==> config.mk <==
export PLATFORM = sky130hd
export DESIGN_NAME = core_bus_scanner
export DESIGN_NICKNAME = d
export VERILOG_FILES = /design/src/rtl/core_bus_scanner.sv
export SDC_FILE = /design/constraint.sdc
export NUM_CORES = 1
export LEC_CHECK = 0
export CAP_MARGIN = 10
export CORE_MARGIN = 1.5
export CORE_UTILIZATION = 40
export CTS_CLUSTER_DIAMETER = 30
export CTS_CLUSTER_SIZE = 40
export DETAILED_ROUTE_END_ITERATION = 10
export GPL_ROUTABILITY_DRIVEN = 0
export HOLD_SLACK_MARGIN = 0.03
export PLACE_DENSITY = 0.72
export SYNTH_ARGS = -nofsm -noshare
export SYNTH_HDL_FRONTEND = slang
export SYNTH_SLANG_ARGS = --single-unit
==> constraint.sdc <==
create_clock -name clk -period 1.95 [get_ports clk]
set_input_delay 0.39 -clock clk [delete_from_list [all_inputs] [get_ports clk]]
set_output_delay 0.39 -clock clk [all_outputs]
set_load 0.005 [all_outputs]
==> src/rtl/core_bus_scanner.sv <==
// Slice-serial bridge: assembles LENGTH-bit core input frames from 8-bit slices,
// steps the core once per frame and snapshots its outputs for byte-wise readback.
module core_bus_scanner #(
    parameter  int LENGTH = 16,
    localparam int N      = LENGTH / 8,
    localparam int IDX_W  = (N > 1) ? $clog2(N) : 1
) (
    input  logic              clk,
    input  logic              rst,
    input  logic [7:0]        byte_in,
    input  logic              byte_in_valid,
    input  logic              sync,
    output logic [7:0]        byte_out,
    output logic [IDX_W-1:0]  slice_idx,
    output logic              busy,
    output logic              overrun,
    output logic [7:0]        frame_count,
    output logic [LENGTH-1:0] core_in,
    output logic              core_ce,
    input  logic [LENGTH-1:0] core_obs
);

    typedef enum logic [1:0] {
        S_FILL = 2'd0,
        S_STEP = 2'd1,
        S_SNAP = 2'd2
    } state_t;

    state_t            state_q, state_d;
    logic [IDX_W-1:0]  idx_q, idx_d, eff_idx;
    logic [LENGTH-1:0] shadow_q, shadow_d;
    logic [LENGTH-1:0] obs_shadow_q, obs_shadow_d;
    logic [LENGTH-1:0] core_in_q, core_in_d;
    logic [7:0]        frame_count_q, frame_count_d;
    logic              overrun_q, overrun_d;
    logic              core_ce_q;
    logic              accept;
    logic              last_slice;
    logic [N-1:0]      slice_wr;
    logic [7:0]        obs_bytes [N];

    assign accept     = (state_q == S_FILL) && byte_in_valid;
    // sync takes the index back to slice 0 even when a byte arrives with it
    assign eff_idx    = sync ? '0 : idx_q;
    assign last_slice = (eff_idx == IDX_W'(N - 1));

    generate
        for (genvar gi = 0; gi < N; gi++) begin : g_slice
            assign slice_wr[gi]          = accept && (eff_idx == IDX_W'(gi));
            assign shadow_d[gi*8 +: 8]   = slice_wr[gi] ? byte_in : shadow_q[gi*8 +: 8];
            assign obs_bytes[gi]         = obs_shadow_q[gi*8 +: 8];
        end
    endgenerate

    always_comb begin
        state_d       = state_q;
        idx_d         = idx_q;
        core_in_d     = core_in_q;
        obs_shadow_d  = obs_shadow_q;
        frame_count_d = frame_count_q;
        overrun_d     = overrun_q;
        unique case (state_q)
            S_FILL: begin
                if (accept) begin
                    if (last_slice) begin
                        core_in_d = shadow_d;
                        idx_d     = '0;
                        state_d   = S_STEP;
                    end else begin
                        idx_d = eff_idx + IDX_W'(1);
                    end
                end else if (sync) begin
                    idx_d = '0;
                end
            end
            S_STEP: begin
                overrun_d = overrun_q | byte_in_valid;
                state_d   = S_SNAP;
            end
            S_SNAP: begin
                overrun_d     = overrun_q | byte_in_valid;
                obs_shadow_d  = core_obs;
                frame_count_d = frame_count_q + 8'd1;
                state_d       = S_FILL;
            end
            default: state_d = S_FILL;
        endcase
    end

    always_ff @(posedge clk or posedge rst) begin
        if (rst) begin
            state_q       <= S_FILL;
            idx_q         <= '0;
            shadow_q      <= '0;
            obs_shadow_q  <= '0;
            core_in_q     <= '0;
            core_ce_q     <= 1'b0;
            overrun_q     <= 1'b0;
            frame_count_q <= 8'd0;
        end else begin
            state_q       <= state_d;
            idx_q         <= idx_d;
            shadow_q      <= shadow_d;
            obs_shadow_q  <= obs_shadow_d;
            core_in_q     <= core_in_d;
            core_ce_q     <= (state_d == S_STEP);
            overrun_q     <= overrun_d;
            frame_count_q <= frame_count_d;
        end
    end

    assign byte_out    = obs_bytes[idx_q];
    assign slice_idx   = idx_q;
    assign busy        = (state_q != S_FILL);
    assign overrun     = overrun_q;
    assign frame_count = frame_count_q;
    assign core_in     = core_in_q;
    assign core_ce     = core_ce_q;

endmodule

==> results.sh <==
export IMPL_outcome="completed"
export IMPL_port_buffers=63
export IMPL_h_tree_depth=2
export IMPL_hold_viol_final=0
export IMPL_critPathMaxStageDelay_ns=0.39
export IMPL_power_density_nw_per_um2=1510
export IMPL_clockBufferDepth=2
export IMPL_grt_pass1_wl_um=6920
export IMPL_chipHeight_um=77.9
export IMPL_grt_overflow_total=0
export IMPL_num_vias=1353
export IMPL_synth_async_reset_ratio_pct=100
export IMPL_synth_most_common_cell="dfrtp_1"
export IMPL_syn_area_um2=2250
export IMPL_grt_pass1_vias=1482
export IMPL_instances_no_fill=292
export IMPL_die_width_um=77.9
export IMPL_drv_cap=0
export IMPL_switching_share_pct=28.4
export IMPL_intPower_uw=3380
export IMPL_routedWlPerCell_um=13.8
export IMPL_place_inst=281
export IMPL_slew_viol_final=0
export IMPL_fill_cells=451
export IMPL_vdd_ir_drop_max_mv=0.771
export IMPL_setup_viol=0
export IMPL_cp_data_required_time_ns=1.56
export IMPL_synth_top_flop_cell="dfrtp_1"
export IMPL_vias_per_cell=4.63
export IMPL_synth_area_leader_cell="dfrtp_1"
export IMPL_ant_nets=0
export IMPL_area_growth_syn_to_layout_pct=39.1
export IMPL_row_count=27
export IMPL_grt_util_all_layers_pct=14.5
export IMPL_power_frac_comb_pct=46.8
export IMPL_yosys_top_cells_count="dfrtp_1 (53), mux2_2 (31), mux2_4 (18)"
export IMPL_worstMarginPinSlew_ns=0.288
export IMPL_clock_sinks=53
export IMPL_seq_area_frac_synth_pct=59.1
export IMPL_syn_inst=144
export IMPL_clkTransAtPathRegs_ns=0.10
export IMPL_synthTopCellsByArea="dfrtp_1 (59%), mux2_2 (16%), mux2_4 (12%)"
export IMPL_yosysTopAreaCellShare_pct=59.1
export IMPL_maxSlewHeadroom_pct=80.8
export IMPL_drt_pass1_iter_count=3
export IMPL_fin_skew_ns=0.0108
export IMPL_io_pins=64
export IMPL_fp_dieArea_um2=6070
export IMPL_clkPwrFrac_pct=13.2
export IMPL_drive_gt1_share_pct=32.3
export IMPL_fin_nets=253
export IMPL_n_antenna_cell=0
export IMPL_grt_max_degree=54
export IMPL_start_util_pct=41.0
export IMPL_endpoint_kind="output pin"
export IMPL_synth_edf_count=0
export IMPL_rsz0062_at_grt="no"
export IMPL_finalPower_uw=4720
export IMPL_ys_warnings_count=0
export IMPL_p_leak_uw=0.00142
export IMPL_synthesis_nets=178
export IMPL_power_frac_seq_pct=40.0
export IMPL_finalCriticalPeriod_ns=1.87
export IMPL_cts_made_buffers=5
export IMPL_synth_distinct_cells=19
export IMPL_min_path_type="in2async"
export IMPL_cts_root_buf="clkbuf_8"
export IMPL_synth_seq_cells=53
export IMPL_cp_arrival_ns=1.48
export IMPL_core_um2=5470
export IMPL_cp_slowest_cell="dfrtp_1"
export IMPL_pre_cts_slack_ns=-0.137
export IMPL_cts_tree="done"
export IMPL_postSynthAreaPerCell_um2=15.6
export IMPL_worstPathMaxFanout=8
export IMPL_p_switching_uw=1340
export IMPL_start_kind="flip-flop"
export IMPL_drt_iter0_drc=46
export IMPL_fmax_mhz=535
export IMPL_finalCritPeriodShare_pct=95.8
export IMPL_fin_util_pct=57.1
export IMPL_routed_wl_um=4030
export IMPL_clkLatencyLatePin_ns=0.31
export IMPL_worst_slack_ns=0.0816
export IMPL_path_cells="buf_12, buf_4, mux2_2, clkdlybuf4s15_1"
export IMPL_path_class="reg2out"
export IMPL_drc=0
export IMPL_antenna_found_initial=0
export IMPL_detailed_place_hpwl_um=2760
critical path: cells and delay by family (launching register included):
| kind | cells | cell delay (ns) |
|---|---|---|
| buffers and inverters | 3 | 0.45 |
| DFF | 1 | 0.39 |
| muxes | 1 | 0.33 |
area by class of cell:
type	count	area (um2)	area share (%)
clock buffers	5	68.8	2.20
clock inverters	3	25.0	0.801
inverters	5	18.8	0.601
multi-input cells	80	852	27.3
flip-flops and latches	53	1330	42.5
well taps	72	90.1	2.88
repair buffers	74	743	23.8
sequential cells by signal (all words and copies together) (netlist names):
name / count
obs_shadow_q: 16
core_in: 16
core_ce: 1
state_q: 2
overrun: 1
shadow_q: 8
slice_idx: 1
frame_count: 8
cells in the final DEF, fill, tap and decap left out:
cell type	instances
a21o_1	1
a21oi_1	2
and2_1	1
buf_12	3
buf_4	8
clkbuf_8	5
clkdlybuf4s15_1	3
clkdlybuf4s50_1	54
clkinv_4	1
clkinvlp_4	1
dfrtp_1	53
dlygate4sd2_1	6
ha_1	5
ha_2	1
inv_1	4
inv_2	1
inv_6	1
mux2_2	31
mux2_4	18
nand2_1	4
nand2_4	1
nand2b_1	1
nand4_1	2
nor2_1	4
nor3_1	2
xnor2_1	3
xor2_1	4
timing repair:
action / 4_1_cts / 5_1_grt
cloned: 0 / 0
buffers inserted: 2 / 1
gates resized for setup: 9 / 4
endpoints found under the setup margin: 9 / 4
hold buffers: 0 / 0
path summary, 6_finish.rpt:
kind	from	end	slack, ns	cells after the start
setup / recovery	slice_idx$_DFFE_PP0P_	byte_out[4]	0.08	4
hold / removal	rst	core_in[12]$_DFFE_PP0P_	0.42	3
setup reg to reg	state_q[0]$_DFF_PP0_	core_in[3]$_DFFE_PP0P_	0.11	7
hold reg to reg	frame_count[7]$_DFFE_PP0N_	frame_count[7]$_DFFE_PP0N_	0.47	1
max in group asynchronous	rst	state_q[0]$_DFF_PP0_	1.29	3
min in group clk	frame_count[7]$_DFFE_PP0N_	frame_count[7]$_DFFE_PP0N_	0.47	1
cells by family (layout without fill, tap and decap cells):
group	count (synthesis)	count (layout)	synth area share, %
buf+inv	11	87	3.12
mux	49	49	27.6
compound gates	3	3	0.780
simple gates	15	15	3.40
fa+ha+maj	6	6	3.34
flops	53	53	59.1
xor+xnor	7	7	2.73
layer usage:
metal | routed length (um) | vias up | global-route usage [%]
li1 | - | 645 | -
met1 | 1820 | 656 | 20.5
met2 | 1890 | 47 | 21.6
met3 | 276 | 5 | 4.35
met4 | 35 | 0 | 4.29
met5 | 0 | - | 0
stage by stage:
| stage | instance area (um2) | hold WS, ns | setup TNS (ns) |
|---|---|---|---|
| 4_1_cts | 3110 | 0.431 | 0 |
| 6_report | 3120 | 0.420 | 0 |
| 3_3_place_gp | 3010 | 0.441 | -0.884 |
| 3_5_place_dp | 3010 | 0.461 | -1.28 |
| 5_1_grt | 3120 | 0.458 | 0 |
| 2_1_floorplan | 2250 | 0.451 | 0 |
power groups by stage:
stage	registers [uW]	clock network [uW]	logic [uW]
final	1890	623	2210
after global routing	1960	706	2410
after CTS	1890	654	2220
after detailed placement	1900	0	2280
after global placement	1900	0	2230
after floorplan	1860	0	1220
Note: power is estimated with default switching activity, not from simulation.
==> edit 1: new RTL, same flow settings <==
`LENGTH`: 16 -> 32.
--- a/src/rtl/core_bus_scanner.sv
+++ b/src/rtl/core_bus_scanner.sv
@@ -1,7 +1,7 @@
 // Slice-serial bridge: assembles LENGTH-bit core input frames from 8-bit slices,
 // steps the core once per frame and snapshots its outputs for byte-wise readback.
 module core_bus_scanner #(
-    parameter  int LENGTH = 16,
+    parameter  int LENGTH = 32,
     localparam int N      = LENGTH / 8,
     localparam int IDX_W  = (N > 1) ? $clog2(N) : 1
 ) (
Interface: changed (resized core_in, core_obs and slice_idx); port bits go from 64 to 97. No check against the original RTL was run, so the function may have changed too.
==> edit 1 against the original RTL <==
The run now ends with setup timing left; first-iteration DRC count grew 76%; synthesized area is 99% higher; cell area grew 90%; combinational power increased by 54%; hold slack better by 0.034 ns; fmax decreased by 8.3%; count of clock-buffer cells in the layout is 6 higher; sequential cell count is 49 higher; non-clock buffer count grew 43; power rose by 84%; setup slack got worse by 0.17 ns; routed wire length increased by 130%; critical path type unchanged; highest routed layer unchanged.
==> edit 1: results <==
[placed_design]
numPortBuffers = 96
dp_slack_ns = -0.1232
dp_cells = 563

[logic_synthesis]
synth_area_leaders = dfrtp_1, mux2_2, mux2i_1, nand2_1, mux4_2
mappedNetlistNets = 382
synth_commonest_cells = dfrtp_1, mux2_2, nand2_1, mux2i_1, o21ai_0
synth_seq_area_share_pct = 57.19

[detailed_routing]
wl_per_cell_um = 15.64
firstDrtPassIters = 4

[critical_path]
critPathMaxStageDelay_ns = 0.48

[layout]
buffers = 117
multi_input_area_share_pct = 29.29
nonClkBufAreaFrac_pct = 19.92
seq_share_pct = 43.07
nets = 491

[pwr]
ir_drop_mv = 0.5957
internal-power_uw = 6164

[cts]
clkLatencyLatePin_ns = 0.36
htree_levels = 3
cts_made_buffers = 9

[global_route]
grt_pass1_vias = 3034
grt_pass1_wl_mm = 15.15

[timing]
finalWorstSetupSlack_ns = -0.08711
finalSetupViolCount = 5
clock_skew_ns = 0.008824

[outcome]
status = complete, but fails checks
violations = setup timing
==> edit 1: power groups by stage <==
| stage | Combinational [uW] | Clock [uW] | Sequential, uW |
|---|---|---|---|
| after floorplan | 1950 | 0 | 3530 |
| after global placement | 3370 | 0 | 3590 |
| after detailed placement | 3470 | 0 | 3630 |
| after CTS | 3460 | 1680 | 3610 |
| after global routing | 3750 | 1780 | 3720 |
| final | 3410 | 1640 | 3600 |
==> edit 1: kinds of logic after synthesis <==
family / synth area share (%)
DFF: 57.19
and+or+nand+nor: 7.990
xor gates and xnor gates: 1.374
buffers and inverters: 3.897
muxes: 23.80
AOI/OAI and AO/OA: 3.504
adders and majority gates: 2.243
==> edit 1: final timing paths <==
path                         startpoint             end  slack [ns]
max                        slice_idx[0]     byte_out[0]       -0.09
min                                 rst     core_in[19]        0.45
max reg2reg                slice_idx[0]    shadow_q[13]        0.15
min reg2reg                     overrun         overrun        0.47
max in group asynchronous           rst  frame_count[4]        1.05
min in group clk                overrun         overrun        0.47
==> edit 1: metal layers <==
| metal | vias up | part of all wire (%) | track usage (%) |
|---|---|---|---|
| met4 | 0 | 1.1 | 5.075 |
| met1 | 1459 | 44 | 21.16 |
| li1 | 1351 | - | - |
| met2 | 81 | 48 | 28.26 |
| met3 | 9 | 6.9 | 4.363 |
| met5 | - | 0 | 0 |
==> edit 1: what timing repair did <==
action / in CTS / in global routing
buffers inserted: 3 / 2
resized for setup: 36 / 1
endpoints found under the setup margin: 9 / 9
cloned: 1 / 0
==> edit 1: worst min-delay path, cell delays in order <==
cell and delay (ns):
clkdlybuf4s50_1 0.44, clkinvlp_4 0.10, buf_12 0.28
==> edit 2: new RTL, same settings <==
Without the edit above. The output `core_ce` loses its register stage (`core_ce_q` becomes a continuous assignment).
--- a/src/rtl/core_bus_scanner.sv
+++ b/src/rtl/core_bus_scanner.sv
@@ -94,7 +94,6 @@
             shadow_q      <= '0;
             obs_shadow_q  <= '0;
             core_in_q     <= '0;
-            core_ce_q     <= 1'b0;
             overrun_q     <= 1'b0;
             frame_count_q <= 8'd0;
         end else begin
@@ -103,11 +102,12 @@
             shadow_q      <= shadow_d;
             obs_shadow_q  <= obs_shadow_d;
             core_in_q     <= core_in_d;
-            core_ce_q     <= (state_d == S_STEP);
             overrun_q     <= overrun_d;
             frame_count_q <= frame_count_d;
         end
     end
+
+    assign core_ce_q = (state_d == S_STEP);
 
     assign byte_out    = obs_bytes[idx_q];
     assign slice_idx   = idx_q;
Function: changed (Yosys sat finds a counterexample within 4 cycles, from zero or initial values and one cycle with rst high).
==> edit 2 against the original RTL <==
Sequential share of layout area decreased by 0.41 points; synthesized area fell by 1.1%; clock skew decreased by 0.0075 ns; count of clock-buffer cells in the layout unchanged; routed wire length rose by 8.7%; cell area shrank 0.84%; first-iteration DRC count down 35%; setup slack worse by 0.011 ns; critical path depth grew 3; hold slack improved by 0.064 ns; power is 1.1% higher; non-clock buffer count is 1 lower; synthesized cell count down 0.69%; sequential cell count down 1.
==> edit 2: results <==
[logic_synthesis]
muxShareOfSynthArea_pct = 27.89
synth_commonest_cells = dfrtp_1, mux2_2, mux2_4, ha_1, inv_1
synth_xor_area_share_pct = 2.761
synth_compound_area_share_pct = 0.7887
synth_seq_area_share_pct = 58.59
synthAdderAreaFrac_pct = 3.380

[timing]
fmax_mhz = 532.2
slew_headroom_pct = 77.20
clock_skew_ns = 0.003359

[global_route]
grt_max_degree = 29
grt_pass1_vias = 1494
grt_util_met2_pct = 24.91
grt_usage_pct = 15.69
grt_pass1_wl_mm = 7.265
met3_usage_pct = 6.235

[cts]
clkTransAtPathRegs_ns = 0.10

[critical_path]
r2r_start = state_q[1]
cpLargestDelayFamily = multiplexers
cp-endpoint = core_in[4]
arrival_ns = 2.08

[detailed_routing]
wl_met2_mm = 2.100
route.met3.wl_um = 326
drt_iter0_drc = 30
met1_length_mm = 1.947
dr_total_vias = 1370
wirelength_mm = 4.374

[placed_design]
dp_cells = 278
placed_area_mm2 = 0.002973
hpwl_mm = 3.273
dp_slack_ns = -0.1980

[layout]
stdcell_count = 288

[outcome]
status = finished, final reports clean

[pwr]
leakage_uw = 0.001419

[floorplan]
start_util_pct = 42.40
==> edit 2: cell count changes after synthesis, sizes merged <==
cell / delta
dfrtp: -1
==> edit 2: worst min-delay path by stage <==
| stage | startpoint | end | slack [ns] |
|---|---|---|---|
| 5_1_grt | rst | shadow_q[2] | 0.50 |
| 6_report | rst | shadow_q[4] | 0.48 |
| 3_5_place_dp | overrun | overrun | 0.47 |
| 4_1_cts | rst | shadow_q[4] | 0.48 |
| 2_1_floorplan | overrun | overrun | 0.45 |
| 3_3_place_gp | overrun | overrun | 0.44 |
==> edit 2: cell type report <==
class                      count  area [um^2]
clock buffer                   5        68.82
clock inverter                 3        26.28
fill                         414         2140
inverter                       5        18.77
multi-input combinational     80        870.8
sequential                    52         1303
tap                           70        87.58
timing repair buffer          73        723.2
==> edit 2: power by group <==
group          internal [uW]  switching, uW
logic                   1500            753
clock network            265            378
registers               1580            285
total                   3350           1420
